--- config.mk ---
export PLATFORM = sky130hd
export DESIGN_NAME = gb_cart_mem_if_flat
export DESIGN_NICKNAME = d
export VERILOG_FILES = /design/src/rtl/gb_cart_mem_if_if.sv /design/src/rtl/gb_cart_mem_if.sv /design/src/flat_wrapper.sv
export SDC_FILE = /design/constraint.sdc
export NUM_CORES = 1
export LEC_CHECK = 0
export BUFFER_PORTS_ARGS = -buffer_cell sky130_fd_sc_hd__clkbuf_2
export CAP_MARGIN = 20
export CORE_MARGIN = 2
export CORE_UTILIZATION = 45
export CTS_BUF_LIST = sky130_fd_sc_hd__clkbuf_4 sky130_fd_sc_hd__clkbuf_8
export DETAILED_ROUTE_END_ITERATION = 10
export MAX_ROUTING_LAYER = met4
export PLACE_DENSITY = 0.82
export SETUP_SLACK_MARGIN = 0.1
export SKIP_CTS_REPAIR_TIMING = 1
export SLEW_MARGIN = 20
export SYNTH_ARGS = -nofsm -noshare
export SYNTH_HDL_FRONTEND = slang
export SYNTH_SLANG_ARGS = --single-unit
--- constraint.sdc ---
create_clock -name clock -period 2.35 [get_ports clock]
set_input_delay 0.235 -clock clock [delete_from_list [all_inputs] [get_ports clock]]
set_output_delay 0.235 -clock clock [all_outputs]
set_load 0.02 [all_outputs]
--- src/rtl/gb_cart_mem_if_if.sv ---
// CPU-side handshake and external SRAM/flash bus signals for gb_cart_mem_if.
// The slave modport is the memory interface block; the master modport is the
// CPU bus plus the external memory device.
interface gb_cart_mem_if_if;
    logic        req;
    logic        we;
    logic [15:0] addr_bus_in;
    logic [23:0] mbc_addr;
    logic        ram_enabled;
    logic [7:0]  data_in;
    logic [7:0]  data_out;
    logic        ack;
    logic        busy;
    logic [23:0] mem_addr;
    logic [7:0]  mem_dq_out;
    logic        mem_dq_oe;
    logic [7:0]  mem_dq_in;
    logic        mem_ce_n;
    logic        mem_oe_n;
    logic        mem_we_n;

    modport slave (
        input  req, we, addr_bus_in, mbc_addr, ram_enabled, data_in, mem_dq_in,
        output data_out, ack, busy, mem_addr, mem_dq_out, mem_dq_oe,
               mem_ce_n, mem_oe_n, mem_we_n
    );

    modport master (
        output req, we, addr_bus_in, mbc_addr, ram_enabled, data_in, mem_dq_in,
        input  data_out, ack, busy, mem_addr, mem_dq_out, mem_dq_oe,
               mem_ce_n, mem_oe_n, mem_we_n
    );
endinterface

--- src/rtl/gb_cart_mem_if.sv ---
// Game Boy cartridge memory interface: turns each CPU cartridge access into a
// timed cycle on an external 8-bit asynchronous SRAM/flash bus. ROM reads and
// enabled RAM accesses run a full SETUP/STROBE/HOLD/DONE cycle with a
// programmable strobe width; everything else completes in one short cycle.
// MBC2 nibble RAM is emulated by forcing the upper data nibble to F.
module gb_cart_mem_if #(
    parameter int          WAIT_CYCLES = 3,
    parameter logic [23:0] RAM_BASE    = 24'h800000,
    parameter bit          NIBBLE_RAM  = 1'b1
) (
    input  logic               clock,
    input  logic               rst,
    gb_cart_mem_if_if.slave    bus
);

    typedef enum logic [2:0] {
        IDLE,
        SETUP,
        STROBE,
        HOLD,
        DONE,
        SHORT
    } state_t;

    // Strobe counter reload value; the counter runs down to zero in STROBE.
    localparam logic [3:0] WAIT_LOAD = 4'(WAIT_CYCLES - 1);

    state_t      state;
    state_t      next_state;
    logic [3:0]  wait_cnt;
    logic        we_q;
    logic        ram_q;
    logic [23:0] addr_q;
    logic [7:0]  dq_out_q;
    logic [7:0]  capture_q;
    logic [7:0]  data_out_q;

    logic        is_rom;
    logic        is_ram;
    logic        full_cycle;
    logic        accept;
    logic        last_strobe;
    logic        on_bus;

    // Region decode happens on the request-cycle inputs, which are exactly the
    // values latched at acceptance.
    assign is_rom      = (bus.addr_bus_in < 16'h8000);
    assign is_ram      = (bus.addr_bus_in >= 16'hA000) && (bus.addr_bus_in <= 16'hBFFF);
    assign full_cycle  = (is_rom && !bus.we) || (is_ram && bus.ram_enabled);
    assign accept      = (state == IDLE) && bus.req;
    assign last_strobe = (wait_cnt == 4'd0);
    assign on_bus      = (state == SETUP) || (state == STROBE) || (state == HOLD);

    // State register; reset aborts any access in flight without an ack.
    always_ff @(posedge clock) begin
        if (rst) begin
            state <= IDLE;
        end else begin
            state <= next_state;
        end
    end

    // Next-state logic for the access sequencer.
    always_comb begin
        next_state = state;
        case (state)
            IDLE:    if (bus.req) next_state = full_cycle ? SETUP : SHORT;
            SETUP:   next_state = STROBE;
            STROBE:  if (last_strobe) next_state = HOLD;
            HOLD:    next_state = DONE;
            DONE:    next_state = IDLE;
            SHORT:   next_state = IDLE;
            default: next_state = IDLE;
        endcase
    end

    // Access latches, strobe counter, read capture and read data formatting.
    always_ff @(posedge clock) begin
        if (rst) begin
            wait_cnt   <= 4'd0;
            we_q       <= 1'b0;
            ram_q      <= 1'b0;
            addr_q     <= 24'd0;
            dq_out_q   <= 8'd0;
            capture_q  <= 8'd0;
            data_out_q <= 8'hFF;
        end else begin
            if (accept) begin
                we_q  <= bus.we;
                ram_q <= is_ram;
                if (full_cycle) begin
                    addr_q <= is_ram ? (RAM_BASE + bus.mbc_addr) : bus.mbc_addr;
                    if (bus.we) begin
                        dq_out_q <= (NIBBLE_RAM && is_ram) ? {4'hF, bus.data_in[3:0]}
                                                           : bus.data_in;
                    end
                end else if (!bus.we) begin
                    data_out_q <= 8'hFF;
                end
            end
            if (state == SETUP) begin
                wait_cnt <= WAIT_LOAD;
            end else if ((state == STROBE) && !last_strobe) begin
                wait_cnt <= wait_cnt - 4'd1;
            end
            if ((state == STROBE) && last_strobe && !we_q) begin
                capture_q <= bus.mem_dq_in;
            end
            if ((state == HOLD) && !we_q) begin
                data_out_q <= (NIBBLE_RAM && ram_q) ? {4'hF, capture_q[3:0]} : capture_q;
            end
        end
    end

    assign bus.ack        = (state == DONE) || (state == SHORT);
    assign bus.busy       = (state != IDLE);
    assign bus.data_out   = data_out_q;
    assign bus.mem_addr   = addr_q;
    assign bus.mem_dq_out = dq_out_q;
    assign bus.mem_dq_oe  = on_bus && we_q;
    assign bus.mem_ce_n   = !on_bus;
    assign bus.mem_oe_n   = !((state == STROBE) && !we_q);
    assign bus.mem_we_n   = !((state == STROBE) && we_q);

endmodule

--- src/flat_wrapper.sv ---
// flat-port wrapper written by rule: the top's interface ports become plain ports
module gb_cart_mem_if_flat 
#(
    parameter int          WAIT_CYCLES = 3,
    parameter logic [23:0] RAM_BASE    = 24'h800000,
    parameter bit          NIBBLE_RAM  = 1'b1
)
  (clock, rst, bus_req, bus_we, bus_addr_bus_in, bus_mbc_addr, bus_ram_enabled, bus_data_in, bus_mem_dq_in, bus_data_out, bus_ack, bus_busy, bus_mem_addr, bus_mem_dq_out, bus_mem_dq_oe, bus_mem_ce_n, bus_mem_oe_n, bus_mem_we_n);
  gb_cart_mem_if_if bus_i ();
  input  logic clock;
  input  logic rst;
  input wire logic [$bits(bus_i.req)-1:0] bus_req;
  input wire logic [$bits(bus_i.we)-1:0] bus_we;
  input wire logic [$bits(bus_i.addr_bus_in)-1:0] bus_addr_bus_in;
  input wire logic [$bits(bus_i.mbc_addr)-1:0] bus_mbc_addr;
  input wire logic [$bits(bus_i.ram_enabled)-1:0] bus_ram_enabled;
  input wire logic [$bits(bus_i.data_in)-1:0] bus_data_in;
  input wire logic [$bits(bus_i.mem_dq_in)-1:0] bus_mem_dq_in;
  output wire logic [$bits(bus_i.data_out)-1:0] bus_data_out;
  output wire logic [$bits(bus_i.ack)-1:0] bus_ack;
  output wire logic [$bits(bus_i.busy)-1:0] bus_busy;
  output wire logic [$bits(bus_i.mem_addr)-1:0] bus_mem_addr;
  output wire logic [$bits(bus_i.mem_dq_out)-1:0] bus_mem_dq_out;
  output wire logic [$bits(bus_i.mem_dq_oe)-1:0] bus_mem_dq_oe;
  output wire logic [$bits(bus_i.mem_ce_n)-1:0] bus_mem_ce_n;
  output wire logic [$bits(bus_i.mem_oe_n)-1:0] bus_mem_oe_n;
  output wire logic [$bits(bus_i.mem_we_n)-1:0] bus_mem_we_n;
  assign bus_i.req = bus_req;
  assign bus_i.we = bus_we;
  assign bus_i.addr_bus_in = bus_addr_bus_in;
  assign bus_i.mbc_addr = bus_mbc_addr;
  assign bus_i.ram_enabled = bus_ram_enabled;
  assign bus_i.data_in = bus_data_in;
  assign bus_i.mem_dq_in = bus_mem_dq_in;
  assign bus_data_out = bus_i.data_out;
  assign bus_ack = bus_i.ack;
  assign bus_busy = bus_i.busy;
  assign bus_mem_addr = bus_i.mem_addr;
  assign bus_mem_dq_out = bus_i.mem_dq_out;
  assign bus_mem_dq_oe = bus_i.mem_dq_oe;
  assign bus_mem_ce_n = bus_i.mem_ce_n;
  assign bus_mem_oe_n = bus_i.mem_oe_n;
  assign bus_mem_we_n = bus_i.mem_we_n;
  gb_cart_mem_if #(.WAIT_CYCLES(WAIT_CYCLES), .RAM_BASE(RAM_BASE), .NIBBLE_RAM(NIBBLE_RAM)) u_core (.clock(clock), .rst(rst), .bus(bus_i));
endmodule
Word-level counts from Yosys, hierarchy flattened

Cells that the tools add are included.

Register bits: 57
Bits in latches: 0
RAM bits: 0
Memory bits (read-only): 0
Input bits: 61
Output and inout port bits: 46
Word-level logic and storage cells: 67
Memories kept: 0

Add/sub/neg operators: 2
Multiply operators: 0
Divide/modulo/power cells: 0
$lt $le $gt $ge: 3
Eq/ne operators: 9
Shift-type cells: 0
Muxes and demuxes: 13
Bitwise logic cells: 0
Reduce and logical (&&, ||, !) cells: 31

Operators with widths:

| operator                                                               | count |
|---|---|
| 8-bit two-way mux                                                      | 6 |
| 24-bit adder (first input constant)                                    | 1 |
| 24-bit two-way mux                                                     | 1 |
| 16-bit >= comparator (second input constant)                           | 1 |
| 16-bit <= comparator (second input constant)                           | 1 |
| 16-bit < comparator (second input constant)                            | 1 |
| 3-bit one-hot mux with 4 select lines                                  | 1 |
| 1-bit logical AND                                                      | 11 |
| 3-bit two-way mux                                                      | 3 |
| 3-bit by 2-bit equality test with 1-bit output (second input constant) | 2 |
| 3-bit equality test (second input constant)                            | 2 |
| 1-bit zero test                                                        | 6 |
| 3-bit AND reduction                                                    | 2 |
| 4-bit zero test                                                        | 1 |
| 1-bit logical OR                                                       | 4 |
| 2-bit two-way mux                                                      | 2 |
| 2-bit by 1-bit != test with 1-bit output (second input constant)       | 2 |
| 2-bit != test (second input constant)                                  | 2 |
| 2-bit AND reduction                                                    | 2 |
| 2-bit nonzero test                                                     | 2 |
| 4-bit by 1-bit subtractor with 4-bit output (second input constant)    | 1 |
| 3-bit by 1-bit equality test with 1-bit output (second input constant) | 1 |
| 3-bit zero test                                                        | 1 |
| 3-bit nonzero test                                                     | 1 |
| 2-bit OR reduction                                                     | 1 |

Depth between registers and ports, before layout

Depth after elaboration: 7
Mapped depth: 6
Mapped depth without buffers: 5

Worst setup path before layout

No wires, ideal clock.

Path kind: reg-to-reg
From: register u_core.state[2]
To: register u_core.capture_q[7]
Library setup time: 133 ps
Arrival: 1,647 ps
Required time: 2,217 ps
Setup slack: 571 ps
Stages on the path, launching flop included: 6
Path buffers: 1
Period minus slack after synthesis: 1,779 ps
Path through: dfxtp_1 -> clkbuf_1 -> nor4b_2 -> inv_1 -> o21ai_0 -> a21oi_1

Longest elaborated chain between the ends: 3

Ends and longest elaborated chain:

| item                                           | RTL line              | RTL |
|---|---|---|
| from (decl)                                    | gb_cart_mem_if.sv:28  | `state_t state;` |
| from (signal assigned)                         | gb_cart_mem_if.sv:59  | `state <= next_state;` |
| 3-bit by 2-bit equality test with 1-bit output | gb_cart_mem_if.sv:106 | `if ((state == STROBE) && last_strobe && !we_q) begin` |
| 1-bit logical AND (2 in series)                | gb_cart_mem_if.sv:106 |  |
| to (signal assigned)                           | gb_cart_mem_if.sv:107 | `capture_q <= bus.mem_dq_in;` |
| to (decl)                                      | gb_cart_mem_if.sv:35  | `logic [7:0] capture_q;` |

No other way between the ends.
A chain may end at the register's enable or synchronous reset.

Worst setup path after layout

From: register u_core.state[1]
To: output port bus_mem_oe_n

Longest elaborated chain between the ends: 3

Ends and longest elaborated chain:

| item                                           | RTL line              | RTL |
|---|---|---|
| 3-bit by 2-bit equality test with 1-bit output | gb_cart_mem_if.sv:122 | `assign bus.mem_oe_n = !((state == STROBE) && !we_q);` |
| 1-bit logical AND                              | gb_cart_mem_if.sv:122 |  |
| 1-bit zero test                                | gb_cart_mem_if.sv:122 |  |
| to (decl)                                      | flat_wrapper.sv:26    | `output wire logic [$bits(bus_i.mem_oe_n)-1:0] bus_mem_oe_n;` |

No other way between the ends.

==> flow_metrics.py <==
metrics = {
    "pwr": {
        "net-switching-power_mw": 0.6196,
        "finalPower_mw": 2.526,
        "cellInternalPower_mw": 1.907,
        "leakage_nw": 1.346,
        "pwr_density_cell_nw_per_um2": 799.0,
        "power_frac_comb": 0.140,
        "clockPowerShare": 0.443,
        "seqPwrFrac": 0.416,
        "vdd_drop_max_mv": 0.4442,
        "sw_frac_of_total": 0.2453,
    },
    "worst_setup_path": {
        "start_kind": "flop",
        "arrival_ps": 1680,
        "path_max_fanout": 15,
        "critPathRequiredTime_ps": 2120,
        "crit_type": "flop to primary output",
        "end_kind": "primary output",
    },
    "place": {
        "io_buffers": 89,
        "dpl_cell_area_um2": 2914,
        "gp_congestion": 0.7802,
        "dp.final_hpwl_um": 3886,
        "dp_slack_ps": 448.3,
    },
    "sta": {
        "fin_tns_setup_ps": 0,
        "finalCritPeriodShare": 0.8169,
        "maxSlewViolCount": 0,
        "fin_ws_ps": 430.3,
        "rsz0062_at_grt": "false",
        "hold_ws_ps": 145.3,
        "slew_headroom": 0.6293,
        "setup_violations": 0,
        "fmax_mhz": 520.9,
        "tightest_slew_ps": 554.8,
        "layout_min_cycle_time_ps": 1920,
        "finClkSkew_ps": 7.257,
        "finalHoldViolations": 0,
    },
    "cells_and_area": {
        "syn2layout_area_growth_pct": 32.72,
        "diodes": 0,
        "layout-drive-gt1-share": 0.3269,
        "fin_area_um2": 3162,
        "fin_nets": 418,
    },
    "yosys": {
        "syn_nets": 328,
        "yosysSeqAreaShare": 0.4790,
        "synth_edf_count": 0,
        "yosysMostFrequentCell": "dfxtp_1",
        "yosysTopAreaCellShare": 0.4790,
        "async_flop_share": 0,
        "syn-cell-area_um2": 2382,
        "synth_top_area_cell": "dfxtp_1",
        "netlist-cell-type-count": 38,
        "syn_area_per_cell_um2": 8.956,
        "synth_seq_cells": 57,
        "synthTopCellsByArea": "dfxtp_1, mux2i_1, nand2_1",
        "syn_inst": 266,
        "synth_commonest_cells": "dfxtp_1, nand2_1, mux2i_1",
        "synthFlopType": "dfxtp_1",
        "yosys_warnings": 0,
    },
    "routing": {
        "drtAntennaViolNets": 0,
        "wirelength_um": 5316,
        "num_vias": 2203,
        "wl_met1_um": 2407,
        "routedWlPerCell_um": 12.33,
        "wl_met2_um": 2509,
        "drc_errors": 0,
        "dr.pass1.iters": 4,
        "drt_iter0_drc": 54,
        "highest_layer": "met4",
        "vias_per_cell": 5.111,
        "wl_met3_um": 359,
    },
    "clocking": {
        "cts.sinks": 57,
        "clkTransAtPathRegs_ps": 70,
        "clockRootBuffer": "clkbuf_8",
        "numCtsBuffers": 9,
        "clockBufferDepth": 2,
        "h-tree-depth": 3,
        "insertion_delay_ps": 320,
        "cts_tree": "built",
    },
    "hold_path": {
        "hp-class": "input port to flop",
    },
    "global_route": {
        "grt_pass1_vias": 2032,
        "grtUsageTotal": 0.1968,
        "grt_pass1_wl_um": 9128,
        "globalRouteOverflowTotal": 0,
        "antenna_found_initial": 0,
        "grt_max_degree": 47,
    },
    "floorplanning": {
        "die-area_um2": 5892,
        "rows": 26,
        "coreArea_um2": 5107,
        "fp.dieW_um": 76.76,
        "io_pins": 107,
        "initial_utilization": 0.4664,
        "die_h_um": 76.76,
    },
    "status": {
        "outcome": "finished, final reports clean",
    },
    "flow_run": {
        "max-cap-violations": 0,
    },
}
-- layer usage --
| metal | GRT usage | vias up |
|---|---|---|
| li1 | - | 1115 |
| met5 | - | - |
| met3 | 0.05765 | 4 |
| met1 | 0.2352 | 1007 |
| met4 | 0.08000 | 0 |
| met2 | 0.3114 | 77 |
-- cell families (layout without fill, tap and decap cells) --
group                      count (synthesis)  count (layout)  share of synthesized area
AOI/OAI and AO/OA                         48              48                     0.1308
adders and majority gates                  1               1                   0.005251
and+or+nand+nor                          106             106                     0.2279
muxes                                     23              23                    0.09664
xor gates and xnor gates                   2               2                   0.007354
buffers and inverters                     29             124                    0.05304
DFF                                       57              57                     0.4790
-- through the flow --
| stage | instances | util |
|---|---|---|
| floorplan | 266 | - |
| global placement | 415 | 0.5706 |
| detailed placement | 415 | 0.5706 |
| CTS | 431 | 0.6191 |
| global route | 431 | 0.6191 |
| finish | 431 | 0.6191 |
-- layout by cell type (no fill, tap or decap), types with 3 or more instances in the layout --
| cell | Yosys | layout |
|---|---|---|
| nor2_1 | 3 | 3 |
| mux2i_1 | 23 | 23 |
| o21ai_0 | 13 | 13 |
| nor4_1 | 4 | 4 |
| nand2_1 | 52 | 52 |
| nor3b_1 | 3 | 3 |
| clkbuf_8 | 0 | 10 |
| dfxtp_1 | 57 | 57 |
| inv_1 | 9 | 9 |
| clkbuf_2 | 0 | 89 |
| nand3_1 | 9 | 9 |
| a2bb2oi_1 | 8 | 8 |
| buf_4 | 0 | 8 |
| or3_1 | 4 | 4 |
| nor3_1 | 11 | 11 |
| a21oi_1 | 14 | 14 |
| a211oi_1 | 5 | 5 |
| a31o_1 | 4 | 4 |
| nand2b_1 | 4 | 4 |
| bufinv_16 | 0 | 3 |
-- final timing paths --
kind | startpoint | to | slack, ps | depth (start not counted)
worst max register to register | u_core.state[1] | u_core.wait_cnt[3] | 450 | 3
worst max-delay path | u_core.state[1] | bus_mem_oe_n | 430 | 4
worst min register to register | u_core.bus.mem_dq_out[4] | u_core.bus.mem_dq_out[4] | 450 | 2
worst min-delay path | bus_mbc_addr[19] | u_core.bus.mem_addr[19] | 150 | 3
-- power by group through the flow --
| stage | Clock [mW] | Combinational, mW | Sequential [mW] |
|---|---|---|---|
| 2_1_floorplan | 0 | 0.212 | 1.08 |
| 3_3_place_gp | 0 | 0.348 | 1.07 |
| 3_5_place_dp | 0 | 0.354 | 1.07 |
| 4_1_cts | 1.15 | 0.356 | 1.05 |
| 5_1_grt | 1.19 | 0.388 | 1.06 |
| 6_report | 1.12 | 0.355 | 1.05 |
-- area by class of cell --
type / count / area [um^2]
fillers: 453 / 1946
flip-flops and latches: 57 / 1141
multi-input cells: 180 / 1122
repair buffers: 98 / 525.5
clock buffers: 11 / 145.1
clock inverters: 5 / 102.6
well taps: 70 / 87.58
inverters: 10 / 37.54
-- sequential cells by signal (all words and copies together), names as in the netlist --
signal / count
u_core.wait_cnt: 4
u_core.capture_q: 8
u_core.we_q: 1
u_core.bus.mem_dq_out: 8
u_core.ram_q: 1
u_core.bus.mem_addr: 24
u_core.state: 3
u_core.bus.data_out: 8
-- worst max-delay path, cell delays in order, from the launching register on --
cell,delay (ps)
dfxtp_1,580
nor4b_2,260
buf_4,200
inv_1,140
clkbuf_2,190
No activity file was read; power rests on OpenSTA's default activity.
